**config.mk**
```make
export PLATFORM = sky130hd
export DESIGN_NAME = serial_word_deshifter
export DESIGN_NICKNAME = d
export VERILOG_FILES = /design/src/rtl/shift_pkg.sv /design/src/rtl/deser_out_buf.sv /design/src/rtl/serial_word_deshifter.sv
export SDC_FILE = /design/constraint.sdc
export NUM_CORES = 1
export LEC_CHECK = 0
export BUFFER_PORTS_ARGS = -buffer_cell sky130_fd_sc_hd__buf_2
export CAP_MARGIN = 5
export CORE_MARGIN = 4
export CORE_UTILIZATION = 45
export CTS_BUF_LIST = sky130_fd_sc_hd__clkbuf_8
export DETAILED_ROUTE_END_ITERATION = 10
export PLACE_DENSITY = 0.71
export SYNTH_ARGS = -nofsm -noshare
export SYNTH_HDL_FRONTEND = slang
export SYNTH_HIERARCHICAL = 1
export SYNTH_SLANG_ARGS = --single-unit
```
**constraint.sdc**
```tcl
create_clock -name clk -period 2.6 [get_ports clk]
set_clock_uncertainty 0.05 [all_clocks]
set_input_delay 0.26 -clock clk [delete_from_list [all_inputs] [get_ports clk]]
set_output_delay 0.26 -clock clk [all_outputs]
set_load 0.05 [all_outputs]
```
**src/rtl/shift_pkg.sv**
```systemverilog
`default_nettype none
// ============================================================================
// Module      : shift_pkg
// Description : Shared types and defaults for the serial shift datapath.
// Revision    : 1.0 - initial release
// ============================================================================
package shift_pkg;

    typedef enum logic {
        ST_COLLECT = 1'b0,
        ST_PARITY  = 1'b1
    } deser_state_t;

    localparam int DEF_WIDTH = 32;

endpackage : shift_pkg
`default_nettype wire

```
**src/rtl/deser_out_buf.sv**
```systemverilog
`default_nettype none
// ============================================================================
// Module      : deser_out_buf
// Description : Single-entry valid/ready holding register for assembled words.
//               A load arriving while the entry is full and not drained is dropped.
// Revision    : 1.0 - initial release
// ============================================================================
module deser_out_buf
    import shift_pkg::*;
#(
    parameter int WIDTH = DEF_WIDTH
) (
    input  logic             clk,
    input  logic             rst,
    input  logic             load_i,
    input  logic [WIDTH-1:0] data_i,
    input  logic             ready_i,
    output logic [WIDTH-1:0] data_o,
    output logic             valid_o,
    output logic             drop_o
);

    logic [WIDTH-1:0] data_q;
    logic [WIDTH-1:0] data_d;
    logic             valid_q;
    logic             valid_d;
    logic             accept;
    logic             take;

    // The entry frees up on the same edge it is drained, so a simultaneous
    // load never collides with an outgoing word.
    assign accept = valid_q & ready_i;
    assign take   = load_i & (~valid_q | ready_i);
    assign drop_o = load_i & valid_q & ~ready_i;

    always_comb begin
        data_d  = data_q;
        valid_d = valid_q;
        if (take) begin
            data_d  = data_i;
            valid_d = 1'b1;
        end else if (accept) begin
            valid_d = 1'b0;
        end
    end

    always_ff @(posedge clk or posedge rst) begin
        if (rst) begin
            data_q  <= '0;
            valid_q <= 1'b0;
        end else begin
            data_q  <= data_d;
            valid_q <= valid_d;
        end
    end

    assign data_o  = data_q;
    assign valid_o = valid_q;

endmodule : deser_out_buf
`default_nettype wire

```
**src/rtl/serial_word_deshifter.sv**
```systemverilog
`default_nettype none
// ============================================================================
// Module      : serial_word_deshifter
// Description : Serial-in/parallel-out receiver; assembles WIDTH-bit words from
//               a strobed bit stream and hands them out via valid/ready.
//               Optional feature macro: PARITY_CHECK_EN (trailing even-parity bit).
// Revision    : 1.0 - initial release
// ============================================================================
module serial_word_deshifter
    import shift_pkg::*;
#(
    parameter int WIDTH     = DEF_WIDTH,
    parameter bit MSB_FIRST = 1'b1
) (
    input  logic             clk,
    input  logic             rst,
    input  logic             sin,
    input  logic             sin_valid,
    input  logic             sync,
    output logic [WIDTH-1:0] out_data,
    output logic             out_valid,
    input  logic             out_ready,
    output logic             overflow,
    input  logic             clear_ovf
`ifdef PARITY_CHECK_EN
    ,
    output logic             parity_err
`endif
);

    localparam int             CNT_W    = (WIDTH > 1) ? $clog2(WIDTH) : 1;
    localparam logic [CNT_W-1:0] CNT_ONE  = CNT_W'(1);
    localparam logic [CNT_W-1:0] CNT_LAST = CNT_W'(WIDTH - 1);

    deser_state_t     state_q;
    deser_state_t     state_d;
    logic [CNT_W-1:0] bit_cnt_q;
    logic [CNT_W-1:0] bit_cnt_d;
    logic [WIDTH-1:0] shreg_q;
    logic [WIDTH-1:0] shreg_d;
    logic [WIDTH-1:0] shift_nxt;
    logic             overflow_q;
    logic             overflow_d;
    logic             last_bit;
    logic             buf_load;
    logic [WIDTH-1:0] buf_word;
    logic             buf_drop;
`ifdef PARITY_CHECK_EN
    logic             parity_bit;
    logic             parity_err_q;
`endif

    generate
        if (MSB_FIRST) begin : g_msb_first
            assign shift_nxt = {shreg_q[WIDTH-2:0], sin};
        end else begin : g_lsb_first
            assign shift_nxt = {sin, shreg_q[WIDTH-1:1]};
        end
    endgenerate

    assign last_bit = (bit_cnt_q == CNT_LAST);

    // sync always wins over completion; a bit strobed with sync starts a new word.
    always_comb begin
        state_d   = state_q;
        bit_cnt_d = bit_cnt_q;
        shreg_d   = shreg_q;
        buf_load  = 1'b0;
        buf_word  = shreg_q;
`ifdef PARITY_CHECK_EN
        parity_bit = 1'b0;
`endif
        case (state_q)
            ST_COLLECT: begin
                if (sin_valid) begin
                    shreg_d = shift_nxt;
                    if (sync) begin
                        bit_cnt_d = CNT_ONE;
                    end else if (last_bit) begin
                        bit_cnt_d = '0;
`ifdef PARITY_CHECK_EN
                        state_d   = ST_PARITY;
`else
                        buf_load  = 1'b1;
                        buf_word  = shift_nxt;
`endif
                    end else begin
                        bit_cnt_d = bit_cnt_q + CNT_ONE;
                    end
                end else if (sync) begin
                    bit_cnt_d = '0;
                end
            end
`ifdef PARITY_CHECK_EN
            ST_PARITY: begin
                if (sync) begin
                    state_d = ST_COLLECT;
                    if (sin_valid) begin
                        shreg_d   = shift_nxt;
                        bit_cnt_d = CNT_ONE;
                    end else begin
                        bit_cnt_d = '0;
                    end
                end else if (sin_valid) begin
                    // The parity bit is not shifted in; the word stays intact.
                    buf_load   = 1'b1;
                    buf_word   = shreg_q;
                    parity_bit = ^{shreg_q, sin};
                    state_d    = ST_COLLECT;
                end
            end
`endif
            default: begin
                state_d   = ST_COLLECT;
                bit_cnt_d = '0;
            end
        endcase
    end

    always_ff @(posedge clk or posedge rst) begin
        if (rst) begin
            state_q   <= ST_COLLECT;
            bit_cnt_q <= '0;
            shreg_q   <= '0;
        end else begin
            state_q   <= state_d;
            bit_cnt_q <= bit_cnt_d;
            shreg_q   <= shreg_d;
        end
    end

    deser_out_buf #(
        .WIDTH   (WIDTH)
    ) u_out_buf (
        .clk     (clk),
        .rst     (rst),
        .load_i  (buf_load),
        .data_i  (buf_word),
        .ready_i (out_ready),
        .data_o  (out_data),
        .valid_o (out_valid),
        .drop_o  (buf_drop)
    );

    always_comb begin
        overflow_d = overflow_q;
        if (buf_drop) begin
            overflow_d = 1'b1;
        end else if (clear_ovf) begin
            overflow_d = 1'b0;
        end
    end

    always_ff @(posedge clk or posedge rst) begin
        if (rst) begin
            overflow_q <= 1'b0;
        end else begin
            overflow_q <= overflow_d;
        end
    end

    assign overflow = overflow_q;

`ifdef PARITY_CHECK_EN
    // Follows the buffered word: updates only when the word is actually taken.
    always_ff @(posedge clk or posedge rst) begin
        if (rst) begin
            parity_err_q <= 1'b0;
        end else if (buf_load && !buf_drop) begin
            parity_err_q <= parity_bit;
        end
    end

    assign parity_err = parity_err_q;
`endif

endmodule : serial_word_deshifter
`default_nettype wire

```
==> out/qor.yml, run 1 <==
status:
  outcome: "complete, no violations"
critical_path:
  slowest_delay_ps: 420
  rrSetupSlack_ps: 430
  required_ps: 2770
  path_max_fanout: 19
  critPathLaunch: "bit_cnt_q[0]$_DFFE_PP0P_"
  endpoint_kind: "flip-flop"
  reg2reg_depth: 8
  worstPathArrival_ps: 2350
  worstSetupPathType: "flip-flop to flip-flop"
  endpoint: "u_out_buf/data_o[26]$_DFFE_PP0P_"
  cp_slowest_cell: "dfrtp_1"
  worstReg2RegStart: "bit_cnt_q[0]$_DFFE_PP0P_"
  start_kind: "flip-flop"
  path_cells: "ha_1, and3_1, ha_1, nand2_4, inv_1, nand2_4, buf_12, mux2_4"
  r2r-end: "u_out_buf/data_o[26]$_DFFE_PP0P_"
placement:
  placedInstanceArea_um2: 3710
  numPortBuffers: 40
  dp_cells: 347
  place.gp.congestion: 0.764
  dp_hpwl_mm: 3.69
routing:
  drcViolationCount: 0
  ant_nets: 0
  wl_per_cell_um: 14.5
  vias: 1774
  drt-initial-drc-count: 54
  firstDrtPassIters: 4
  via_per_inst: 4.87
  drt-total-wl_mm: 5.28
hold_path:
  hp-start: "sin"
  hold_path_class: "input port to flip-flop"
sta:
  fin_tns_setup_ps: 0
  grt_setup_unrepaired: "no"
  slew_headroom_pct: 63.3
  drv_slew: 0
  post-route-period-util_pct: 83.6
  holdWs_ps: 128
  setup_viol: 0
  fin_crit_ps: 2170
  hold_viol_final: 0
  fmax_mhz: 460
  worst_pin_slew_ps: 550
yosys:
  synthFlopType: "dfrtp_1"
  syn_area_um2: 3430
  synth_edf_count: 0
  yosys_warnings: 6
  ys_types: 23
  synthArstFlopShare_pct: 100
  avgSynthCellArea_um2: 16.2
  synth_nets: 222
  synth.area.top_cells: "dfrtp_1, mux2_4, mux2_2"
  ys_ff_latch: 71
  synth_top_cell_by_area: "dfrtp_1"
  synth_top_area_share_pct: 51.7
  synthCells: 212
  yosysSeqAreaShare_pct: 51.7
power_and_ir_drop:
  power.switching_w: 0.000731
  static-leakage-power_nw: 2.17
  p_seq_share_pct: 52.5
  pwr-share-clk_pct: 28.1
  intPower_w: 0.00211
  power_density_nw_per_um2: 729
  switching_share_pct: 25.7
  ir_worst_vdd_v: 0.000302
  combPwrFrac_pct: 19.4
global_route:
  globalRouteTotalUtil_pct: 13.5
  grt_pass1_wl_mm: 9.15
  grt_max_degree: 39
  first_global_vias: 1841
  grt_overflow_total: 0
  antenna_found_initial: 0
die:
  die_area_um2: 9090
  core_region_area_um2: 7330
  die_y_um: 95.3
  start_util_pct: 46.8
  die_width_um: 95.3
  ios: 41
  rows: 31
clock_tree:
  cts-root-buf: "clkbuf_8"
  cts_buffers: 9
  tritoncts: "done"
  insertion_delay_ps: 340
  ctsHtreeMaxLevel: 3
  cts.path.max_buffers: 2
  cts-resized-gates: 0
  cts.clk_slew.worst_paths_ps: 70
  cts.sinks: 71
finish:
  final.fill_count: 612
  drive_above_1_share_pct: 61.1
  syn2layout_area_growth_pct: 13.6
  fin_area_um2: 3900
  final_nets: 270
  stdcell_count: 364
  antennaDiodeCount: 0
job:
  max_cap_viol_count: 0
-- worst min-delay path by stage --
stage | cells past startpoint | end
after floorplan | 1 | bit_cnt_q[3]$_DFFE_PP0P_
after global placement | 2 | u_out_buf/data_o[7]$_DFFE_PP0P_
after detailed placement | 2 | u_out_buf/data_o[7]$_DFFE_PP0P_
after CTS | 2 | shreg_q[0]$_DFFE_PP0P_
after global routing | 2 | bit_cnt_q[3]$_DFFE_PP0P_
final | 2 | shreg_q[0]$_DFFE_PP0P_
-- worst max-delay path: cells and delay by family (launching register included) --
kind / cells / cell delay (ps)
muxes: 1 / 310
and+or+nand+nor: 3 / 510
buffers and inverters: 2 / 300
DFF: 1 / 420
adders and majority gates: 2 / 440
-- cell type report --
type / count / area [um^2] / area share [%]
Clock buffer: 11 / 151 / 3.88
Clock inverter: 5 / 32.5 / 0.834
Inverter: 6 / 22.5 / 0.577
Multi-Input combinational cell: 125 / 1510 / 38.8
Sequential cell: 71 / 1780 / 45.6
Tap cell: 99 / 124 / 3.18
Timing Repair Buffer: 47 / 280 / 7.19
-- power by group through the flow --
| stage | Sequential, W | Clock (W) | Combinational, W |
|---|---|---|---|
| CTS | 0.00150 | 0.000820 | 0.000563 |
| global placement | 0.00150 | 0 | 0.000546 |
| finish | 0.00149 | 0.000799 | 0.000551 |
| detailed placement | 0.00152 | 0 | 0.000561 |
| global route | 0.00154 | 0.000886 | 0.000602 |
| floorplan | 0.00146 | 0 | 0.000509 |
-- placed cells by master, fill, tap and decap left out --
| master | count |
|---|---|
| ha_1 | 3 |
| nand3_1 | 1 |
| mux2_2 | 37 |
| clkinvlp_4 | 3 |
| a31oi_1 | 1 |
| nor2b_4 | 1 |
| o21ai_0 | 4 |
| nor2_1 | 5 |
| clkinv_2 | 2 |
| inv_1 | 6 |
| a21oi_1 | 2 |
| nand2_1 | 3 |
| buf_12 | 2 |
| buf_2 | 40 |
| buf_4 | 4 |
| and3_1 | 1 |
| or4_1 | 1 |
| clkbuf_8 | 11 |
| nand2b_4 | 1 |
| nand2_4 | 2 |
| mux2i_1 | 2 |
| dfrtp_1 | 71 |
| nor4bb_1 | 1 |
| mux2_4 | 59 |
| dlygate4sd3_1 | 1 |
| a21o_1 | 1 |
-- registers in the layout, indices dropped and copies added (netlist names) --
signal             cells
shreg_q               32
u_out_buf/valid_o      1
u_out_buf/data_o      32
bit_cnt_q              5
overflow               1
-- stage by stage --
stage	utilization, %	total power [W]	worst slack [ps]
global placement	50.6	0.00205	480
global route	53.2	0.00303	301
floorplan	-	0.00197	532
finish	53.2	0.00284	426
detailed placement	50.6	0.00208	425
CTS	53.2	0.00288	411
-- per-layer routing --
layer | part of all wire (%) | GRT usage (%) | up-vias
met5 | 0 | 0 | -
li1 | - | - | 846
met3 | 5.5 | 4.97 | 11
met1 | 45 | 17.2 | 887
met4 | 1.9 | 6.13 | 0
met2 | 48 | 20.5 | 30
-- synth_stat cells (3+ instances only) --
| cell type | n |
|---|---|
| dfrtp_1 | 71 |
| mux2_4 | 59 |
| mux2_2 | 37 |
| inv_1 | 6 |
| nor2_1 | 5 |
| o21ai_0 | 4 |
| buf_12 | 3 |
| buf_4 | 3 |
| buf_6 | 3 |
| ha_1 | 3 |
| nand2_1 | 3 |
-- cells by family (layout without fill, tap and decap cells) --
kind of cell / after synthesis / in the layout / share of synthesized area (%)
flops: 71 / 71 / 51.7
fa+ha+maj: 3 / 3 / 1.09
simple gates: 16 / 16 / 3.17
buf+inv: 16 / 69 / 4.19
mux: 98 / 98 / 38.5
compound gates: 8 / 8 / 1.28
-- timing repair --
action / CTS / global route
endpoints found under the setup margin: 0 / 0
hold endpoints to repair: 47 / 0
hold buffers: 1 / 0
buffers inserted: 0 / 0
(Power assumes the default switching activity.)
==> inputs of run 2 (changes only) <==
==> constraint.sdc (replaced) <==
create_clock -name clk -period 2.1 [get_ports clk]
set_clock_uncertainty 0.05 [all_clocks]
set_input_delay 0.21 -clock clk [delete_from_list [all_inputs] [get_ports clk]]
set_output_delay 0.21 -clock clk [all_outputs]
set_load 0.05 [all_outputs]
==> out/qor.yml, run 2 (same netlist as run 1, synthesis figures left out) <==
finish:
  final_nets: 278  # +3.0%
  final.fill_count: 605  # -1.1%
  drive_above_1_share_pct: 62.6  # +1.5 points
  antennaDiodeCount: 0  # unchanged
  layout_commonest_cell: "dfrtp_1"
  most-common-layout-cells: "dfrtp_1, mux2_4, buf_2"
  syn2layout_area_growth_pct: 19.9
critical_path:
  worstPathArrival_ps: 2200  # -150 ps
  endpoint_kind: "flip-flop"
  worstSetupPathType: "flip-flop to flip-flop"
  required_ps: 2270  # -500 ps
  start_kind: "flip-flop"
  path_max_fanout: 8  # -11
  rrSetupSlack_ps: 70  # -350 ps
  reg2reg_depth: 7  # -1
  cp.buffers_inverters: 1  # -1
  r2r-end: "u_out_buf/data_o[0]$_DFFE_PP0P_"
  slowest_delay_ps: 380  # -40 ps
  path_cells: "ha_1, and3_1, ha_4, nand2_8, buf_12, mux2_2, mux2_4"
  critPathTopFamily: "multiplexers"
  worstReg2RegStart: "bit_cnt_q[0]$_DFFE_PP0P_"
  critPathLaunch: "bit_cnt_q[0]$_DFFE_PP0P_"
  cp_slowest_cell: "dfrtp_1"
clock_tree:
  cts.path.max_buffers: 2  # unchanged
  insertion_delay_ps: 340  # about the same
  cts-root-buf: "clkbuf_8"
  cts.clk_slew.worst_paths_ps: 70  # about the same
  cts_buffers: 9  # unchanged
  cts.sinks: 71  # unchanged
  ctsHtreeMaxLevel: 3  # unchanged
  tritoncts: "done"
routing:
  via_per_inst: 4.86  # -0.22%
  drt-total-wl_mm: 5.61  # +6.2%
  drcViolationCount: 0  # unchanged
  vias: 1809  # +2.0%
  ant_nets: 0  # unchanged
  wl_per_cell_um: 15.1  # +3.9%
  drt-initial-drc-count: 47  # -13%
  firstDrtPassIters: 4  # unchanged
sta:
  fmax_mhz: 494  # +7.3%
  fin_tns_setup_ps: 0  # unchanged
  holdWs_ps: 80.1  # -47.6 ps
  grt_setup_unrepaired: "no"
  drv_slew: 0  # unchanged
  fin_crit_ps: 2030  # -149 ps
  post-route-period-util_pct: 96.5  # +13 points
  setup_viol: 0  # unchanged
  slew_headroom_pct: 66.6  # +3.3 points
  worst_pin_slew_ps: 501  # -48.9 ps
  hold_viol_final: 0  # unchanged
hold_path:
  whs_endpoint: "overflow$_DFFE_PP0P_"
  hold-path-cell-count: 3  # +1
  hp-start: "clear_ovf"
  hold_path_class: "input port to flip-flop"
die:
  die_area_um2: 9090  # unchanged
  start_util_pct: 46.8  # unchanged
  die_width_um: 95.3  # unchanged
  ios: 41  # unchanged
  rows: 31  # unchanged
  die_y_um: 95.3  # unchanged
  core_region_area_um2: 7330  # unchanged
job:
  max_cap_viol_count: 0  # unchanged
power_and_ir_drop:
  ir_worst_vdd_v: 0.000354  # +17%
  totalPowerFinal_w: 0.00386  # +36%
  static-leakage-power_nw: 2.26  # +4.2%
  power_density_nw_per_um2: 937  # +28%
placement:
  place.gp.congestion: 0.689  # -9.8%
  numPortBuffers: 40  # unchanged
  dp_hpwl_mm: 3.70  # about the same
status:
  outcome: "complete, no violations"
global_route:
  grt_pass1_wl_mm: 9.05  # -1.1%
  globalRouteTotalUtil_pct: 13.2  # -0.32 points
  grt_overflow_total: 0  # unchanged
  grt_max_degree: 39  # unchanged
  antenna_found_initial: 0  # unchanged
  first_global_vias: 1742  # -5.4%
==> run 2: power breakdown <==
group          total [W]  switching [W]  internal, W
registers        0.00184       0.000230      0.00161
clock network    0.00132       0.000499     0.000817
logic           0.000697       0.000175     0.000522
==> run 2: metal layers <==
layer	GRT usage (%)	vias up	share of wire, %
li1	-	870	-
met1	17.3	900	46
met2	20.2	31	48
met3	3.39	8	4.0
met4	6.49	0	1.8
met5	0	-	0
==> run 2: worst max path at each step <==
stage                                       endpoint  slack (ps)  cells past startpoint
floorplan            u_out_buf/data_o[0]$_DFFE_PP0P_          30                      9
global placement    u_out_buf/data_o[26]$_DFFE_PP0P_          90                      7
detailed placement   u_out_buf/data_o[4]$_DFFE_PP0P_          30                      8
CTS                  u_out_buf/data_o[5]$_DFFE_PP0P_          10                      8
global route         u_out_buf/data_o[1]$_DFFE_PP0P_         0.3                      7
finish               u_out_buf/data_o[0]$_DFFE_PP0P_          70                      7
==> run 2: cell type report <==
class,instances,area (um^2),share of cell area (%)
flip-flops and latches,71,1780,43.2
multi-input cells,125,1530,37.3
clock inverters,6,109,2.64
well taps,99,124,3.01
clock buffers,10,138,3.34
inverters,6,22.5,0.547
repair buffers,55,413,10.0
==> run 2: metrics by stage <==
| stage | cell area [um^2] | instances | worst slack (ps) | util [%] |
|---|---|---|---|---|
| after detailed placement | 3780 | 352 | 28.8 | 51.6 |
| final | 4120 | 372 | 74.4 | 56.2 |
| after global routing | 4120 | 372 | 0.337 | 56.2 |
| after global placement | 3780 | 352 | 88.9 | 51.6 |
| after floorplan | 3430 | 212 | 32.5 | - |
| after CTS | 4040 | 369 | 13.7 | 55.1 |
==> run 2: worst reg2reg max path: stages (launching register included) <==
cell and delay (ps):
dfrtp_1 380, ha_1 210, and3_1 230, ha_4 190, nand2_8 120, buf_12 140, mux2_2 330, mux2_4 270
==> run 2: repair_timing <==
action | in CTS | in global routing
hold endpoints to repair | 49 | 0
setup endpoints to repair | 0 | 31
setup buffers | 0 | 1
gates resized for setup | 0 | 4
hold buffers | 1 | 0
